<file path="src/rtl/uart_loader.sv">
// rtl/uart_loader.sv - framed UART packet parser that writes 32-bit words to memory
// Packet: sync, 4-byte address, 4-byte word count, payload, XOR checksum; all fields LSB first.
module uart_loader #(
    parameter logic [7:0] SYNC_BYTE      = 8'hA5,
    parameter int         MAX_WORDS      = 4096,
    parameter int         TIMEOUT_CYCLES = 57000
) (
    input  logic        clk,
    input  logic        rst,
    input  logic        byte_done,
    input  logic [7:0]  RX_data,
    output logic        mem_we,
    output logic [31:0] mem_addr,
    output logic [31:0] mem_wdata,
    output logic        load_active,
    output logic        load_done,
    output logic        load_err
);
    localparam int TW = $clog2(TIMEOUT_CYCLES + 1);

    typedef enum logic [2:0] {
        S_IDLE, S_ADDR, S_LEN, S_DATA, S_CSUM, S_DONE, S_ERR
    } state_t;

    state_t      state;
    logic        byte_done_q;
    logic        byte_v;
    logic [1:0]  byte_cnt;
    logic [31:0] addr;
    logic [31:0] len;
    logic [31:0] word;
    logic [12:0] word_idx;
    logic [7:0]  csum;
    logic [TW-1:0] tcnt;
    logic        timeout;
    logic [31:0] addr_next;
    logic [31:0] len_next;
    logic [31:0] word_next;

    assign byte_v    = byte_done & ~byte_done_q;
    assign timeout   = (tcnt == TW'(TIMEOUT_CYCLES - 1));
    assign addr_next = {RX_data, addr[31:8]};
    assign len_next  = {RX_data, len[31:8]};
    assign word_next = {RX_data, word[31:8]};

    always_ff @(posedge clk) begin
        if (rst) begin
            state       <= S_IDLE;
            byte_done_q <= 1'b0;
            byte_cnt    <= 2'd0;
            addr        <= 32'd0;
            len         <= 32'd0;
            word        <= 32'd0;
            word_idx    <= 13'd0;
            csum        <= 8'd0;
            tcnt        <= '0;
            mem_we      <= 1'b0;
            mem_addr    <= 32'd0;
            mem_wdata   <= 32'd0;
            load_active <= 1'b0;
            load_done   <= 1'b0;
            load_err    <= 1'b0;
        end else begin
            byte_done_q <= byte_done;
            mem_we      <= 1'b0;
            load_done   <= 1'b0;
            // Inter-byte watchdog: only meaningful while a packet is open.
            if (byte_v || state == S_IDLE)
                tcnt <= '0;
            else
                tcnt <= tcnt + 1'b1;

            case (state)
                S_IDLE: begin
                    if (byte_v && RX_data == SYNC_BYTE) begin
                        state       <= S_ADDR;
                        load_active <= 1'b1;
                        load_err    <= 1'b0;
                        byte_cnt    <= 2'd0;
                        csum        <= 8'd0;
                        word_idx    <= 13'd0;
                    end
                end
                S_ADDR: begin
                    if (byte_v) begin
                        addr     <= addr_next;
                        byte_cnt <= byte_cnt + 2'd1;
                        if (byte_cnt == 2'd3)
                            state <= (addr_next[1:0] != 2'b00) ? S_ERR : S_LEN;
                    end else if (timeout) begin
                        state <= S_ERR;
                    end
                end
                S_LEN: begin
                    if (byte_v) begin
                        len      <= len_next;
                        byte_cnt <= byte_cnt + 2'd1;
                        if (byte_cnt == 2'd3) begin
                            if (len_next > 32'(MAX_WORDS))
                                state <= S_ERR;
                            else if (len_next == 32'd0)
                                state <= S_CSUM;
                            else
                                state <= S_DATA;
                        end
                    end else if (timeout) begin
                        state <= S_ERR;
                    end
                end
                S_DATA: begin
                    if (byte_v) begin
                        word     <= word_next;
                        csum     <= csum ^ RX_data;
                        byte_cnt <= byte_cnt + 2'd1;
                        if (byte_cnt == 2'd3) begin
                            mem_we    <= 1'b1;
                            mem_addr  <= addr + {17'd0, word_idx, 2'b00};
                            mem_wdata <= word_next;
                            word_idx  <= word_idx + 13'd1;
                            if ({19'd0, word_idx} == len - 32'd1)
                                state <= S_CSUM;
                        end
                    end else if (timeout) begin
                        state <= S_ERR;
                    end
                end
                S_CSUM: begin
                    if (byte_v) begin
                        if (RX_data == csum) begin
                            state     <= S_DONE;
                            load_done <= 1'b1;
                        end else begin
                            state <= S_ERR;
                        end
                    end else if (timeout) begin
                        state <= S_ERR;
                    end
                end
                S_DONE: begin
                    load_active <= 1'b0;
                    state       <= S_IDLE;
                end
                S_ERR: begin
                    load_err    <= 1'b1;
                    load_active <= 1'b0;
                    state       <= S_IDLE;
                end
                default: state <= S_IDLE;
            endcase
        end
    end
endmodule

</file>
<file path="config.mk">
export PLATFORM = sky130hd
export DESIGN_NAME = uart_loader
export DESIGN_NICKNAME = d
export VERILOG_FILES = /design/src/rtl/uart_loader.sv
export SDC_FILE = /design/constraint.sdc
export NUM_CORES = 1
export LEC_CHECK = 0
export ABC_AREA = 1
export CAP_MARGIN = 20
export CORE_MARGIN = 3
export CORE_UTILIZATION = 47
export CTS_CLUSTER_SIZE = 25
export DETAILED_ROUTE_END_ITERATION = 10
export PLACE_DENSITY = 0.67
export SLEW_MARGIN = 40
export SYNTH_ARGS = -nofsm -noshare
export SYNTH_HDL_FRONTEND = slang
export SYNTH_SLANG_ARGS = --single-unit
</file>
<file path="constraint.sdc">
create_clock -name clk -period 3.65 [get_ports clk]
set_clock_uncertainty 0.05 [all_clocks]
set_input_delay 0.5475 -clock clk [delete_from_list [all_inputs] [get_ports clk]]
set_output_delay 0.5475 -clock clk [all_outputs]
set_load 0.03 [all_outputs]
</file>
==> metrics.txt <==
count leader, synth=nand2_1; #FFs+latches synth=199; sequential fraction of the synthesis area=0.409; Synth Area per Inst=6.91 um^2; number of port buffers=78; Reg-to-Reg Start=word_idx[0]; worst-case clock buffer depth=2; synthesis-to-finish area growth=16.8%; clock root cell=clkbuf_16; RSZ-0062 raised after global routing=no; layout cells sized above 1=0.0615; Worst R2R End=mem_addr[22]; crit share post-route=0.784; antenna violations before repair=0; number of remaining DRC errors=0; WL/cell=15.1 um; Crit. End Element=flop; max-cap check violation count=0; Post-synth top cells=nand2_1, dfxtp_1, nor2_1; cts bufs inserted=17; worst hold path class=flop to flop; number of fill cells=2,001; Reg area=3980 um^2; post-synth top area share=0.409; CTS Hold Buffers Added=0; Main synth FF type=dfxtp_1; largest cells by area after synthesis=dfxtp_1, nand2_1, o21ai_0; pin count of the biggest net entering global routing=86; placed cells=about 1,700; min-delay src=tcnt[0]; routability cong.=0.952; final hold violations=0; Overall Power=0.00637 W; Hold Path Depth=1; Via density=5.29; R2R cell count=14; Vias=9,265; Synth Warn #=0; H-tree levels=4; Finished Layout Cells=1,750; Final nets=approximately 1,500; Yosys cell types=46; Syn Inst Count=1,409; post-detail-place hpwl=around 20,000 um; Initial DRC Count=603; Synth Cell Area=9740 um^2; DRT antenna net count=0; # clock sinks=about 200; area of the multi-input gates=4950 um^2; Worst Path Arrival=3.15 ns; Detailed Route WL=26,500 um; clock-pin slew on the worst setup and hold paths=approximately 0.08 ns; Slew Viols, Final=0; DIE WIDTH=about 150 um; Post-synth EDFFs=0; worst setup path category=flop to flop; PwrDens=560 nW/um^2; post-CTS setup buffers=0; Total Neg Setup Slack=0 ns; total track usage=0.239; fin crit period=2.86 ns; Synthesized Nets=1,438; Vert. Die Dim=150 um; Die ar.=22,500 um^2; initial core utilization=0.480; data required time of the critical path=about 4 ns; Relative slew margins=0.526; drt first pass iters=5; Min-Delay Endpoint=tcnt[0]; most area-hungry cell type in the Yosys netlist=dfxtp_1; Clock Latency Late Sink=0.44 ns; total gr overflow=0; I/O pin count=79; leakage dissipation=between 4 and 5 nW; vias in the first global route=roughly 8,500; r2r setup slk=0.79 ns; first-pass GRT wire length=43,600 um; Antenna Cells=0; post-CTS resize count=0; CP startpoint kind=flop; post-synthesis async set-or-reset flop share=0; row count=52; maximum clock rate=350 MHz; run status=finished clean; Slew @ Worst Pin=0.710 ns; CP Max Fanout=6; CTS tree=built; area of the core=20,300 um^2; Final Setup Violations=0; worst vdd ir=0.000309 V
[layout by cell type, fill, tap and decap left out, drive strengths merged, types with 2 or more instances in the layout]
cell / count
buf: 11
o21ai: 161
a22oi: 2
nor2: 196
o21bai: 4
o21a: 3
ha: 17
xor2: 19
o211ai: 6
nand3: 98
dfxtp: 199
nor3: 29
nand2: 271
clkinv: 8
nand4: 17
inv: 169
clkbuf: 17
or2: 8
nand3b: 2
nor4: 9
clkdlybuf4s50: 78
a31oi: 3
a21oi: 127
xnor2: 16
[power breakdown]
group / total [W] / switching [W] / internal (W) / leakage, nW
Clock: 0.00193 / 0.000981 / 0.000944 / 0.301
Combinational: 0.00196 / 0.00131 / 0.000649 / 3.03
Sequential: 0.00249 / 0.000169 / 0.00232 / 1.61
Total: 0.00637 / 0.00246 / 0.00391 / 4.94
[cells by family (layout without fill, tap and decap cells)]
group / Yosys count / after routing / synth area share
buffers and inverters: 212 / 283 / 0.0829
AND/OR/NAND/NOR: 632 / 632 / 0.284
AO/OA/AOI/OAI: 313 / 313 / 0.169
XOR/XNOR: 35 / 35 / 0.0315
flip-flops: 199 / 199 / 0.409
adder cells (fa/ha/maj): 18 / 18 / 0.0239
[routing by layer]
metal / vias up / share of wire / track usage
met5: - / 0 / 0
li1: 4742 / - / -
met2: 250 / 0.45 / 0.382
met3: 51 / 0.046 / 0.0357
met4: 0 / 0.022 / 0.0764
met1: 4222 / 0.48 / 0.334
[how the worst max path moves through the flow]
stage                      startpoint            to  depth (start not counted)
after floorplan           word_idx[0]  mem_addr[22]                         14
after global placement     RX_data[7]  word_idx[10]                         14
after detailed placement   RX_data[7]  word_idx[10]                         14
after CTS                 word_idx[0]  mem_addr[22]                         14
after global routing      word_idx[0]  mem_addr[22]                         14
final                     word_idx[0]  mem_addr[22]                         14
[cell type report]
| type | count | area share |
|---|---|---|
| Clock inverter | 15 | 0.0168 |
| Clock buffer | 17 | 0.0374 |
| Inverter | 162 | 0.0538 |
| Sequential cell | 199 | 0.350 |
| Multi-Input combinational cell | 998 | 0.435 |
| Timing Repair Buffer | 89 | 0.0770 |
| Tap cell | 270 | 0.0297 |
[stage by stage]
stage	hold WS, ns	instance area [um^2]	utilization	setup WS (ns)
after global placement	0.373	10800	0.530	0.561
after global routing	0.432	11400	0.561	0.452
final	0.404	11400	0.561	0.790
after CTS	0.406	11400	0.561	0.786
after detailed placement	0.392	10800	0.530	0.558
after floorplan	0.363	9740	-	1.23
[worst max-delay path: stages (launching register included)]
cell and delay, ns:
dfxtp_1 0.49, ha_1 0.23, inv_1 0.05, fa_1 0.39
inv_1 0.07, nand3_1 0.06, nand2_1 0.10, a21oi_1 0.14
o21ai_2 0.23, a21oi_1 0.13, o21bai_1 0.34, nand2_1 0.14
xor2_1 0.16, o21ai_0 0.14, inv_1 0.05
[state kept, by name (all words and copies together) (netlist names), 2 cells and up]
name       flops
addr          32
len           32
mem_addr      32
mem_wdata     32
word          24
tcnt          16
word_idx      13
csum           8
state          3
byte_cnt       2
Note: power is estimated with default switching activity, not from simulation.
